<file path="config.mk">
export PLATFORM = sky130hd
export DESIGN_NAME = mem_access_unit_flat
export DESIGN_NICKNAME = d
export VERILOG_FILES = /design/src/rtl/mem_access_unit_if.sv /design/src/rtl/mem_access_unit.sv /design/src/flat_wrapper.sv
export SDC_FILE = /design/constraint.sdc
export NUM_CORES = 1
export LEC_CHECK = 0
export BUFFER_PORTS_ARGS = -buffer_cell sky130_fd_sc_hd__buf_4
export CAP_MARGIN = 5
export CORE_ASPECT_RATIO = 1.75
export CORE_MARGIN = 2
export CORE_UTILIZATION = 45
export CTS_CLUSTER_DIAMETER = 100
export DETAILED_ROUTE_END_ITERATION = 10
export GPL_TIMING_DRIVEN = 0
export PLACE_DENSITY = 0.75
export SLEW_MARGIN = 20
export SYNTH_ARGS = -nofsm -noshare
export SYNTH_HDL_FRONTEND = slang
export SYNTH_SLANG_ARGS = --single-unit
</file>
<file path="constraint.sdc">
create_clock -name clk -period 5.6 [get_ports clk]
set_input_delay 0.84 -clock clk [delete_from_list [all_inputs] [get_ports clk]]
set_output_delay 0.84 -clock clk [all_outputs]
set_load 0.005 [all_outputs]
</file>
<file path="src/rtl/mem_access_unit_if.sv">
// Dcache-side request/ready/rvalid bus of the MEM-stage access unit.
// The unit drives the request side (master); the dcache drives ready/rvalid/rdata (slave).
interface mem_access_unit_if #(
  parameter int ADDR_WIDTH = 12
);
  logic                  dcache_req;
  logic                  dcache_we;
  logic [ADDR_WIDTH-1:0] dcache_addr;
  logic [31:0]           dcache_wdata;
  logic [3:0]            dcache_byte_en;
  logic                  dcache_ready;
  logic                  dcache_rvalid;
  logic [31:0]           dcache_rdata;

  modport master (
    output dcache_req, dcache_we, dcache_addr, dcache_wdata, dcache_byte_en,
    input  dcache_ready, dcache_rvalid, dcache_rdata
  );

  modport slave (
    input  dcache_req, dcache_we, dcache_addr, dcache_wdata, dcache_byte_en,
    output dcache_ready, dcache_rvalid, dcache_rdata
  );
endinterface

</file>
<file path="src/rtl/mem_access_unit.sv">
// MEM-stage bridge between EX/MEM and the dcache: RV32 sub-word loads/stores,
// multi-cycle req/ready/rvalid handshake, pipeline stall, fault reporting.
module mem_access_unit #(
  parameter int ADDR_WIDTH     = 12,
  parameter int TIMEOUT_CYCLES = 255
) (
  input  logic              clk,
  input  logic              rst,
  input  logic              ex_mem_valid,
  input  logic              ex_mem_mem_read,
  input  logic              ex_mem_mem_write,
  input  logic [2:0]        ex_mem_funct3,
  input  logic [31:0]       ex_mem_alu_result,
  input  logic [31:0]       ex_mem_mem_write_data,
  output logic [31:0]       mem_read_data,
  output logic              mem_stall,
  output logic              mem_done,
  output logic              mem_fault,
  output logic [1:0]        mem_fault_cause,
  mem_access_unit_if.master dcache
);

  localparam logic [1:0] S_IDLE = 2'd0;
  localparam logic [1:0] S_REQ  = 2'd1;
  localparam logic [1:0] S_WAIT = 2'd2;
  localparam logic [1:0] S_DONE = 2'd3;

  localparam logic [1:0] CAUSE_NONE     = 2'b00;
  localparam logic [1:0] CAUSE_MISALIGN = 2'b01;
  localparam logic [1:0] CAUSE_TIMEOUT  = 2'b10;
  localparam logic [1:0] CAUSE_ILLEGAL  = 2'b11;

  localparam int CNT_W = $clog2(TIMEOUT_CYCLES + 1);
  // Counter value seen in the last REQ/WAIT cycle allowed before a bus fault.
  localparam logic [CNT_W-1:0] CNT_LAST = CNT_W'(TIMEOUT_CYCLES - 2);

  logic [1:0]            state_q, state_d;
  logic [CNT_W-1:0]      cnt_q, cnt_d;
  logic [ADDR_WIDTH-1:0] addr_q, addr_d;
  logic [31:0]           wdata_q, wdata_d;
  logic [2:0]            funct3_q, funct3_d;
  logic                  store_q, store_d;
  logic [1:0]            cause_q, cause_d;
  logic [31:0]           rdata_q, rdata_d;

  logic        access;
  logic        illegal_in;
  logic        misalign_in;
  logic        in_req;
  logic [3:0]  lane_be;
  logic [31:0] lane_wdata;
  logic [7:0]  load_byte;
  logic [15:0] load_half;
  logic [31:0] load_ext;

  generate
    if (ADDR_WIDTH < 32) begin : g_unused_addr
      logic unused_addr_bits;
      assign unused_addr_bits = ^ex_mem_alu_result[31:ADDR_WIDTH];
    end
  endgenerate

  assign access = ex_mem_valid & (ex_mem_mem_read | ex_mem_mem_write);

  always_comb begin
    illegal_in  = ex_mem_mem_write ? !(ex_mem_funct3 inside {3'b000, 3'b001, 3'b010})
                                   : !(ex_mem_funct3 inside {3'b000, 3'b001, 3'b010, 3'b100, 3'b101});
    misalign_in = ((ex_mem_funct3[1:0] == 2'b01) && ex_mem_alu_result[0]) ||
                  ((ex_mem_funct3[1:0] == 2'b10) && (ex_mem_alu_result[1:0] != 2'b00));
  end

  always_comb begin
    lane_be    = 4'b1111;
    lane_wdata = wdata_q;
    case (funct3_q[1:0])
      2'b00: begin
        lane_be    = 4'b0001 << addr_q[1:0];
        lane_wdata = {4{wdata_q[7:0]}};
      end
      2'b01: begin
        lane_be    = addr_q[1] ? 4'b1100 : 4'b0011;
        lane_wdata = {2{wdata_q[15:0]}};
      end
      default: ;
    endcase
  end

  always_comb begin
    load_byte = dcache.dcache_rdata[{addr_q[1:0], 3'b000} +: 8];
    load_half = dcache.dcache_rdata[{addr_q[1], 4'b0000} +: 16];
    case (funct3_q)
      3'b000:  load_ext = {{24{load_byte[7]}}, load_byte};
      3'b001:  load_ext = {{16{load_half[15]}}, load_half};
      3'b100:  load_ext = {24'h000000, load_byte};
      3'b101:  load_ext = {16'h0000, load_half};
      default: load_ext = dcache.dcache_rdata;
    endcase
  end

  always_comb begin
    state_d  = state_q;
    cnt_d    = cnt_q;
    addr_d   = addr_q;
    wdata_d  = wdata_q;
    funct3_d = funct3_q;
    store_d  = store_q;
    cause_d  = cause_q;
    rdata_d  = rdata_q;
    case (state_q)
      S_IDLE: begin
        if (access) begin
          addr_d   = ex_mem_alu_result[ADDR_WIDTH-1:0];
          wdata_d  = ex_mem_mem_write_data;
          funct3_d = ex_mem_funct3;
          store_d  = ex_mem_mem_write;
          cnt_d    = '0;
          if (illegal_in) begin
            cause_d = CAUSE_ILLEGAL;
            state_d = S_DONE;
          end else if (misalign_in) begin
            cause_d = CAUSE_MISALIGN;
            state_d = S_DONE;
          end else begin
            state_d = S_REQ;
          end
        end
      end
      S_REQ: begin
        cnt_d = cnt_q + 1'b1;
        if (dcache.dcache_ready) begin
          state_d = store_q ? S_DONE : S_WAIT;
        end else if (cnt_q == CNT_LAST) begin
          cause_d = CAUSE_TIMEOUT;
          state_d = S_DONE;
        end
      end
      S_WAIT: begin
        cnt_d = cnt_q + 1'b1;
        if (dcache.dcache_rvalid) begin
          rdata_d = load_ext;
          state_d = S_DONE;
        end else if (cnt_q == CNT_LAST) begin
          cause_d = CAUSE_TIMEOUT;
          state_d = S_DONE;
        end
      end
      default: begin
        cause_d = CAUSE_NONE;
        state_d = S_IDLE;
      end
    endcase
  end

  always_ff @(posedge clk) begin
    if (rst) begin
      state_q  <= S_IDLE;
      cnt_q    <= '0;
      addr_q   <= '0;
      wdata_q  <= '0;
      funct3_q <= '0;
      store_q  <= 1'b0;
      cause_q  <= CAUSE_NONE;
      rdata_q  <= '0;
    end else begin
      state_q  <= state_d;
      cnt_q    <= cnt_d;
      addr_q   <= addr_d;
      wdata_q  <= wdata_d;
      funct3_q <= funct3_d;
      store_q  <= store_d;
      cause_q  <= cause_d;
      rdata_q  <= rdata_d;
    end
  end

  // Reset masks the combinational outputs so a request is withdrawn in the reset cycle itself.
  assign in_req = (state_q == S_REQ) && !rst;

  assign dcache.dcache_req     = in_req;
  assign dcache.dcache_we      = in_req && store_q;
  assign dcache.dcache_addr    = in_req ? {addr_q[ADDR_WIDTH-1:2], 2'b00} : '0;
  assign dcache.dcache_wdata   = (in_req && store_q) ? lane_wdata : 32'h0;
  assign dcache.dcache_byte_en = (in_req && store_q) ? lane_be : 4'b0000;

  assign mem_stall       = !rst && (((state_q == S_IDLE) && access) ||
                                    (state_q == S_REQ) || (state_q == S_WAIT));
  assign mem_done        = !rst && (state_q == S_DONE);
  assign mem_fault       = mem_done && (cause_q != CAUSE_NONE);
  assign mem_fault_cause = mem_done ? cause_q : CAUSE_NONE;
  assign mem_read_data   = rdata_q;

endmodule

</file>
<file path="src/flat_wrapper.sv">
// flat-port wrapper written by rule: the top's interface ports become plain ports
module mem_access_unit_flat 
#(
  parameter int ADDR_WIDTH     = 12,
  parameter int TIMEOUT_CYCLES = 255
)
  (clk, rst, ex_mem_valid, ex_mem_mem_read, ex_mem_mem_write, ex_mem_funct3, ex_mem_alu_result, ex_mem_mem_write_data, mem_read_data, mem_stall, mem_done, mem_fault, mem_fault_cause, dcache_dcache_req, dcache_dcache_we, dcache_dcache_addr, dcache_dcache_wdata, dcache_dcache_byte_en, dcache_dcache_ready, dcache_dcache_rvalid, dcache_dcache_rdata);
  mem_access_unit_if #(.ADDR_WIDTH(ADDR_WIDTH)) dcache_i ();
  input  logic clk;
  input  logic rst;
  input  logic ex_mem_valid;
  input  logic ex_mem_mem_read;
  input  logic ex_mem_mem_write;
  input  logic [2:0] ex_mem_funct3;
  input  logic [31:0] ex_mem_alu_result;
  input  logic [31:0] ex_mem_mem_write_data;
  output logic [31:0] mem_read_data;
  output logic mem_stall;
  output logic mem_done;
  output logic mem_fault;
  output logic [1:0] mem_fault_cause;
  output wire logic [$bits(dcache_i.dcache_req)-1:0] dcache_dcache_req;
  output wire logic [$bits(dcache_i.dcache_we)-1:0] dcache_dcache_we;
  output wire logic [$bits(dcache_i.dcache_addr)-1:0] dcache_dcache_addr;
  output wire logic [$bits(dcache_i.dcache_wdata)-1:0] dcache_dcache_wdata;
  output wire logic [$bits(dcache_i.dcache_byte_en)-1:0] dcache_dcache_byte_en;
  input wire logic [$bits(dcache_i.dcache_ready)-1:0] dcache_dcache_ready;
  input wire logic [$bits(dcache_i.dcache_rvalid)-1:0] dcache_dcache_rvalid;
  input wire logic [$bits(dcache_i.dcache_rdata)-1:0] dcache_dcache_rdata;
  assign dcache_dcache_req = dcache_i.dcache_req;
  assign dcache_dcache_we = dcache_i.dcache_we;
  assign dcache_dcache_addr = dcache_i.dcache_addr;
  assign dcache_dcache_wdata = dcache_i.dcache_wdata;
  assign dcache_dcache_byte_en = dcache_i.dcache_byte_en;
  assign dcache_i.dcache_ready = dcache_dcache_ready;
  assign dcache_i.dcache_rvalid = dcache_dcache_rvalid;
  assign dcache_i.dcache_rdata = dcache_dcache_rdata;
  mem_access_unit #(.ADDR_WIDTH(ADDR_WIDTH), .TIMEOUT_CYCLES(TIMEOUT_CYCLES)) u_core (.clk(clk), .rst(rst), .ex_mem_valid(ex_mem_valid), .ex_mem_mem_read(ex_mem_mem_read), .ex_mem_mem_write(ex_mem_mem_write), .ex_mem_funct3(ex_mem_funct3), .ex_mem_alu_result(ex_mem_alu_result), .ex_mem_mem_write_data(ex_mem_mem_write_data), .mem_read_data(mem_read_data), .mem_stall(mem_stall), .mem_done(mem_done), .mem_fault(mem_fault), .mem_fault_cause(mem_fault_cause), .dcache(dcache_i));
endmodule
</file>
==> flow_metrics.env, run 1 <==
export IMPL_outcome="finished clean"
export IMPL_cts_resized_gates=0
export IMPL_endpoint_kind="output port"
export IMPL_reg2reg_to="u_core.mem_read_data[10]"
export IMPL_worst_pin_slew_ns=0.7731
export IMPL_numCtsBuffers=9
export IMPL_core_area_sq_um=10570
export IMPL_wl_per_cell_um=17.56
export IMPL_synthTopCellsByArea="dfxtp_1 (38%), nand2_1 (11%), a21oi_1 (9.4%)"
export IMPL_htree_levels=3
export IMPL_clock_fmax_mhz=288.2
export IMPL_num_rows=50
export IMPL_dieHeight_um=141.1
export IMPL_register_area_sq_um=1842
export IMPL_fp_dieW_um=82.37
export IMPL_grt_pass1_wl_um=25330
export IMPL_synth_enable_flop_cells=0
export IMPL_vias=5262
export IMPL_initial_core_util_pct=45.74
export IMPL_period_needed_ns=3.470
export IMPL_rsz0062_at_grt="false"
export IMPL_critPathMaxFanout=10
export IMPL_synth_cell_types=40
export IMPL_place_ws_ns=2.247
export IMPL_drv_slew=0
export IMPL_clock_path_buffers=2
export IMPL_clkTransAtPathRegs_ns=0.07
export IMPL_ys_ff_latch=92
export IMPL_place_congestion=0.9326
export IMPL_synthCells=632
export IMPL_n_fill_cell=977
export IMPL_whs_endpoint="u_core.addr_q[6]"
export IMPL_synth_warnings=0
export IMPL_finalSetupTns_ns=0
export IMPL_ant_nets=0
export IMPL_multi_input_area_sq_um=2736
export IMPL_clockRootBuffer="clkbuf_16"
export IMPL_cp_required_ns=4.76
export IMPL_groute_usage_overall_pct=28.41
export IMPL_nets=928
export IMPL_seq_area_frac_synth_pct=38.09
export IMPL_setup_ws_ns=2.130
export IMPL_yosysMostFrequentCell="nand2_1"
export IMPL_post_cts_buffers=0
export IMPL_synthArstFlopShare_pct=0
export IMPL_netlist_top_cells_count="nand2_1 (141), dfxtp_1 (92), a21oi_1 (91)"
export IMPL_synth_top_area_share_pct=38.09
export IMPL_p_per_area_nw_per_um2=358.6
export IMPL_cp_arrival_ns=2.63
export IMPL_hold_violations=0
export IMPL_overflow=0
export IMPL_synth_area_per_cell_sq_um=7.652
export IMPL_syn_to_final_growth_pct=36.30
export IMPL_instances_no_fill=949
export IMPL_hp_class="flip-flop to flip-flop"
export IMPL_max_slew_margin_pct=48.23
export IMPL_n_antenna_cell=0
export IMPL_antenna_found_initial=0
export IMPL_drc=0
export IMPL_drive_above_1_share_pct=26.74
export IMPL_min_delay_start="u_core.addr_q[6]"
export IMPL_criticalPathCategory="flip-flop to output port"
export IMPL_cap_violations=0
export IMPL_r2r_cells=6
export IMPL_dieArea_sq_um=11620
export IMPL_cp_start_kind="flip-flop"
export IMPL_met1_usage_pct=29.13
export IMPL_vias_per_cell=5.545
export IMPL_finalCritPeriodShare_pct=61.96
export IMPL_holdBufCountCts=0
export IMPL_leakagePower_uw=0.002702
export IMPL_r2r_start="u_core.state_q[1]"
export IMPL_wirelength_um=16670
export IMPL_met2_usage_pct=50.47
export IMPL_skew_ns=0.003616
export IMPL_drt_first_pass_iters=5
export IMPL_gr_max_usage_layer="met2"
export IMPL_grt_max_degree=16
export IMPL_io_pins=193
export IMPL_grt_pass1_vias=5276
export IMPL_synth_flop_cell="dfxtp_1"
export IMPL_insertion_delay_ns=0.34
export IMPL_dp_hpwl_um=13000
export IMPL_clkSinkCount=92
export IMPL_port_buffers=170
export IMPL_r2r_slack_ns=3.40
export IMPL_mappedNetlistArea_sq_um=4836
export IMPL_tritoncts="done"
export IMPL_min_path_cells=2
export IMPL_synth_top_area_cell="dfxtp_1"
export IMPL_finalSetupViolations=0
export IMPL_ir_drop_uv=205.7
export IMPL_placed_cells=933
export IMPL_drtIter0Drc=267
export IMPL_met3_usage_pct=6.018
-- sequential cells by signal, indices dropped and copies added, names as in the netlist --
register,cells
u_core.wdata_q,32
u_core.funct3_q,3
u_core.state_q,2
u_core.mem_read_data,32
u_core.cnt_q,8
u_core.store_q,1
u_core.addr_q,12
u_core.cause_q,2
-- final cells by class --
class / count / share of cell area (%)
plain buffers: 53 / 3.398
clock inverters: 5 / 0.9112
flip-flops and latches: 92 / 27.94
repair buffers: 170 / 19.36
inverters: 10 / 0.5695
clock buffers: 11 / 3.834
well taps: 130 / 2.468
multi-input cells: 478 / 41.51
-- critical path, stage by stage, from the launching register on --
cell and delay (ns):
dfxtp_1 0.46, inv_1 0.13, ha_1 0.27, nor2b_1 0.19, nand2_1 0.09, clkbuf_1 0.39
buf_1 0.43, nor2_1 0.14, buf_4 0.16
-- power breakdown --
| group | switching [uW] | total (uW) | internal, uW |
|---|---|---|---|
| logic | 506 | 872 | 365 |
| registers | 85.4 | 859 | 774 |
| clock network | 262 | 633 | 371 |
-- placed cells by master, fill, tap and decap left out, types with 4 or more instances in the layout --
cell	instances
a211oi_1	21
a211oi_2	11
a21oi_1	91
a221oi_1	12
and2_1	14
and3_1	8
buf_1	4
buf_2	8
buf_4	172
clkbuf_1	38
clkbuf_16	9
dfxtp_1	92
ha_1	8
inv_1	10
mux2_2	8
mux2i_1	26
nand2_1	141
nand2b_1	7
nor2_1	65
nor4bb_1	7
o21ai_0	24
o22a_1	7
xnor2_1	5
-- how the worst max path moves through the flow --
stage,start,end,depth (start not counted)
6_report,u_core.state_q[1],dcache_dcache_wdata[29],8
5_1_grt,u_core.state_q[1],dcache_dcache_wdata[29],8
4_1_cts,u_core.state_q[1],dcache_dcache_wdata[29],8
3_5_place_dp,rst,mem_stall,6
3_3_place_gp,rst,mem_stall,6
2_1_floorplan,rst,mem_stall,4
-- cell families (layout without fill, tap and decap cells) --
kind of cell             Yosys count  count (layout)  synth area share, %
AND/OR/NAND/NOR                  251             251                22.30
AO/OA/AOI/OAI                    176             176                23.26
flip-flops                        92              92                38.09
buffers and inverters             63             249                5.407
multiplexers                      35              35                7.710
adder cells (fa/ha/maj)            8               8                2.070
XOR/XNOR                           6               6                1.087
other                              1               2              0.07755
-- per-stage QoR --
| step | power [uW] | utilization (%) | area [sq um] | hold WS [ns] |
|---|---|---|---|---|
| 2_1_floorplan | 1404 | - | 4840 | 0.4317 |
| 3_3_place_gp | 1711 | 59.38 | 6279 | 0.4392 |
| 3_5_place_dp | 1732 | 59.38 | 6279 | 0.4463 |
| 4_1_cts | 2361 | 62.34 | 6591 | 0.4567 |
| 5_1_grt | 2504 | 62.34 | 6591 | 0.4765 |
| 6_report | 2364 | 62.34 | 6591 | 0.4540 |
-- metal layers --
metal,vias to the layer above,wire [um],part of all wire (%)
met4,0,922,5.5
li1,2534,-,-
met3,62,1221,7.3
met1,2427,5887,35
met5,-,0,0
met2,239,8636,52
Power figures use the tool's default switching activity.
==> inputs of run 2 (changes only) <==
--- a/config.mk
+++ b/config.mk
@@ -9,11 +9,11 @@
 export CAP_MARGIN = 5
 export CORE_ASPECT_RATIO = 1.75
 export CORE_MARGIN = 2
-export CORE_UTILIZATION = 45
+export CORE_UTILIZATION = 44
 export CTS_CLUSTER_DIAMETER = 100
 export DETAILED_ROUTE_END_ITERATION = 10
 export GPL_TIMING_DRIVEN = 0
-export PLACE_DENSITY = 0.75
+export PLACE_DENSITY = 0.77
 export SLEW_MARGIN = 20
 export SYNTH_ARGS = -nofsm -noshare
 export SYNTH_HDL_FRONTEND = slang
==> constraint.sdc (replaced) <==
create_clock -name clk -period 3.04 [get_ports clk]
set_input_delay 0.456 -clock clk [delete_from_list [all_inputs] [get_ports clk]]
set_output_delay 0.456 -clock clk [all_outputs]
set_load 0.005 [all_outputs]
==> run 2 against run 1 <==
Compared with the run above:
- die area grew 2.2%
- clock power grew 77%
- clock skew grew 0.011 ns
- utilization shrank 0.93 points
- cell count shrank 0.11%
- sequential cell count is the same
- via count grew 0.78%
- sequential share of layout area grew 0.090 points
- global-route usage shrank 1.6 points
- hold slack lost 0.10 ns
- routed wire length shrank 1.1%
==> flow_metrics.env, run 2 (synthesis results as in run 1) <==
export IMPL_outcome="finished clean"
export IMPL_dp_hpwl_um=12930
export IMPL_drv_slew=0
export IMPL_dieArea_sq_um=11880
export IMPL_combPwrFrac_pct=37.1
export IMPL_finalSetupTns_ns=0
export IMPL_vias_per_cell=5.594
export IMPL_cp_start_kind="flip-flop"
export IMPL_wl_per_cell_um=17.38
export IMPL_place_congestion=0.9599
export IMPL_clock_path_buffers=2
export IMPL_fp_dieW_um=83.25
export IMPL_cp_slowest_cell="dfxtp_1"
export IMPL_clock_fmax_mhz=348.8
export IMPL_post_cts_buffers=0
export IMPL_syn_to_final_growth_pct=35.86
export IMPL_cp_arrival_ns=2.41
export IMPL_mostFrequentLayoutCells="buf_4 (172), nand2_1 (141), dfxtp_1 (92)"
export IMPL_hp_class="input port to flip-flop"
export IMPL_criticalPathCategory="flip-flop to output port"
export IMPL_swShare_pct=36.59
export IMPL_finalSetupViolations=0
export IMPL_overflow=0
export IMPL_path_cells="inv_1 > ha_1 > nor2b_1 > nand2_1 > clkbuf_1 > clkbuf_2 > nor2_1 > buf_4"
export IMPL_n_antenna_cell=0
export IMPL_p_per_area_nw_per_um2=656.0
export IMPL_holdBufCountCts=0
export IMPL_cap_violations=0
export IMPL_antenna_found_initial=0
export IMPL_place_ws_ns=0.4303
export IMPL_clkTransAtPathRegs_ns=0.08
export IMPL_initial_core_util_pct=45.20
export IMPL_core_area_sq_um=10700
export IMPL_numCtsBuffers=9
export IMPL_endpoint_kind="output port"
export IMPL_n_fill_cell=984
export IMPL_drive_above_1_share_pct=26.77
export IMPL_max_slew_margin_pct=48.94
export IMPL_period_needed_ns=2.867
export IMPL_worst_pin_slew_ns=0.7625
export IMPL_register_area_sq_um=1842
export IMPL_io_pins=193
export IMPL_htree_levels=3
export IMPL_port_buffers=170
export IMPL_crit_buf_inv=4
export IMPL_power_net_switching_uw=1577
export IMPL_p_int_uw=2733
export IMPL_groute_usage_overall_pct=26.85
export IMPL_ir_drop_uv=388.5
export IMPL_grt_pass1_vias=5167
export IMPL_final_common_cell="buf_4"
export IMPL_num_rows=50
export IMPL_ant_nets=0
export IMPL_finalCritPeriodShare_pct=94.30
export IMPL_instances_no_fill=948
export IMPL_dieHeight_um=142.7
export IMPL_slowest_delay_ns=0.47
export IMPL_cp_top_family="buffers and inverters"
export IMPL_wirelength_um=16480
export IMPL_r2r_slack_ns=0.88
export IMPL_cp_required_ns=2.58
export IMPL_placed_cells=933
export IMPL_pwr_share_clk_pct=26.1
export IMPL_clockRootBuffer="clkbuf_16"
export IMPL_drtIter0Drc=318
export IMPL_multi_input_area_sq_um=2736
export IMPL_nets=928
export IMPL_tritoncts="done"
export IMPL_drc=0
export IMPL_vias=5303
export IMPL_leakagePower_uw=0.002695
export IMPL_grt_pass1_wl_um=25170
export IMPL_cts_resized_gates=0
export IMPL_critPathMaxFanout=10
export IMPL_grt_max_degree=16
export IMPL_drt_first_pass_iters=6
export IMPL_clkSinkCount=92
export IMPL_insertion_delay_ns=0.35
export IMPL_hold_violations=0
export IMPL_seq_power_share_pct=36.8
export IMPL_rsz0062_at_grt="false"
export IMPL_setup_ws_ns=0.1732
export IMPL_skew_ns=0.01469
[run 2: changes by cell type in the layout (fill, tap and decap cells not counted), sizes merged]
cell	previous run	this run
buf	185	184
clkbuf	49	48
inv	10	11
[run 2: per-layer routing]
metal	GRT usage, %	wire length, um	part of all wire [%]
met3	6.185	1313	8.0
met5	0	0	0
met2	48.05	8396	51
met1	27.70	5847	35
met4	17.95	923	5.6
[run 2: worst paths after layout]
path,start,endpoint,cells past startpoint
worst min register to register,u_core.addr_q[3],u_core.addr_q[3],2
worst min-delay path,ex_mem_mem_write_data[29],u_core.wdata_q[29],3
worst max-delay path,u_core.state_q[1],dcache_dcache_wdata[23],8
worst max register to register,u_core.state_q[1],u_core.cnt_q[3],7
[run 2: cell type report]
type	count	share of cell area (%)
sequential	92	28.03
multi-input combinational	478	41.65
tap	130	2.476
clock buffer	9	3.428
clock inverter	6	0.9903
timing repair buffer	170	19.42
buffer	53	3.428
inverter	10	0.5713
[run 2: power by group through the flow]
stage	Clock, uW	Sequential, uW	Combinational, uW
final	1120	1590	1600
after floorplan	0	1570	1010
after global placement	0	1600	1540
after detailed placement	0	1610	1580
after global routing	1180	1610	1760
after CTS	1130	1580	1590
[run 2: per-stage QoR]
stage	power (uW)	hold WS [ns]	cell area [sq um]	util, %
CTS	4301	0.3499	6569	61.40
detailed placement	3191	0.4460	6279	58.69
global placement	3139	0.4399	6279	58.69
global route	4554	0.3548	6570	61.42
floorplan	2587	0.4317	4840	-
finish	4310	0.3491	6570	61.42
[run 2: tightest hold or removal path, stage by stage]
cell     delay, ns
buf_4         0.11
nand2_1       0.04
a21oi_1       0.05
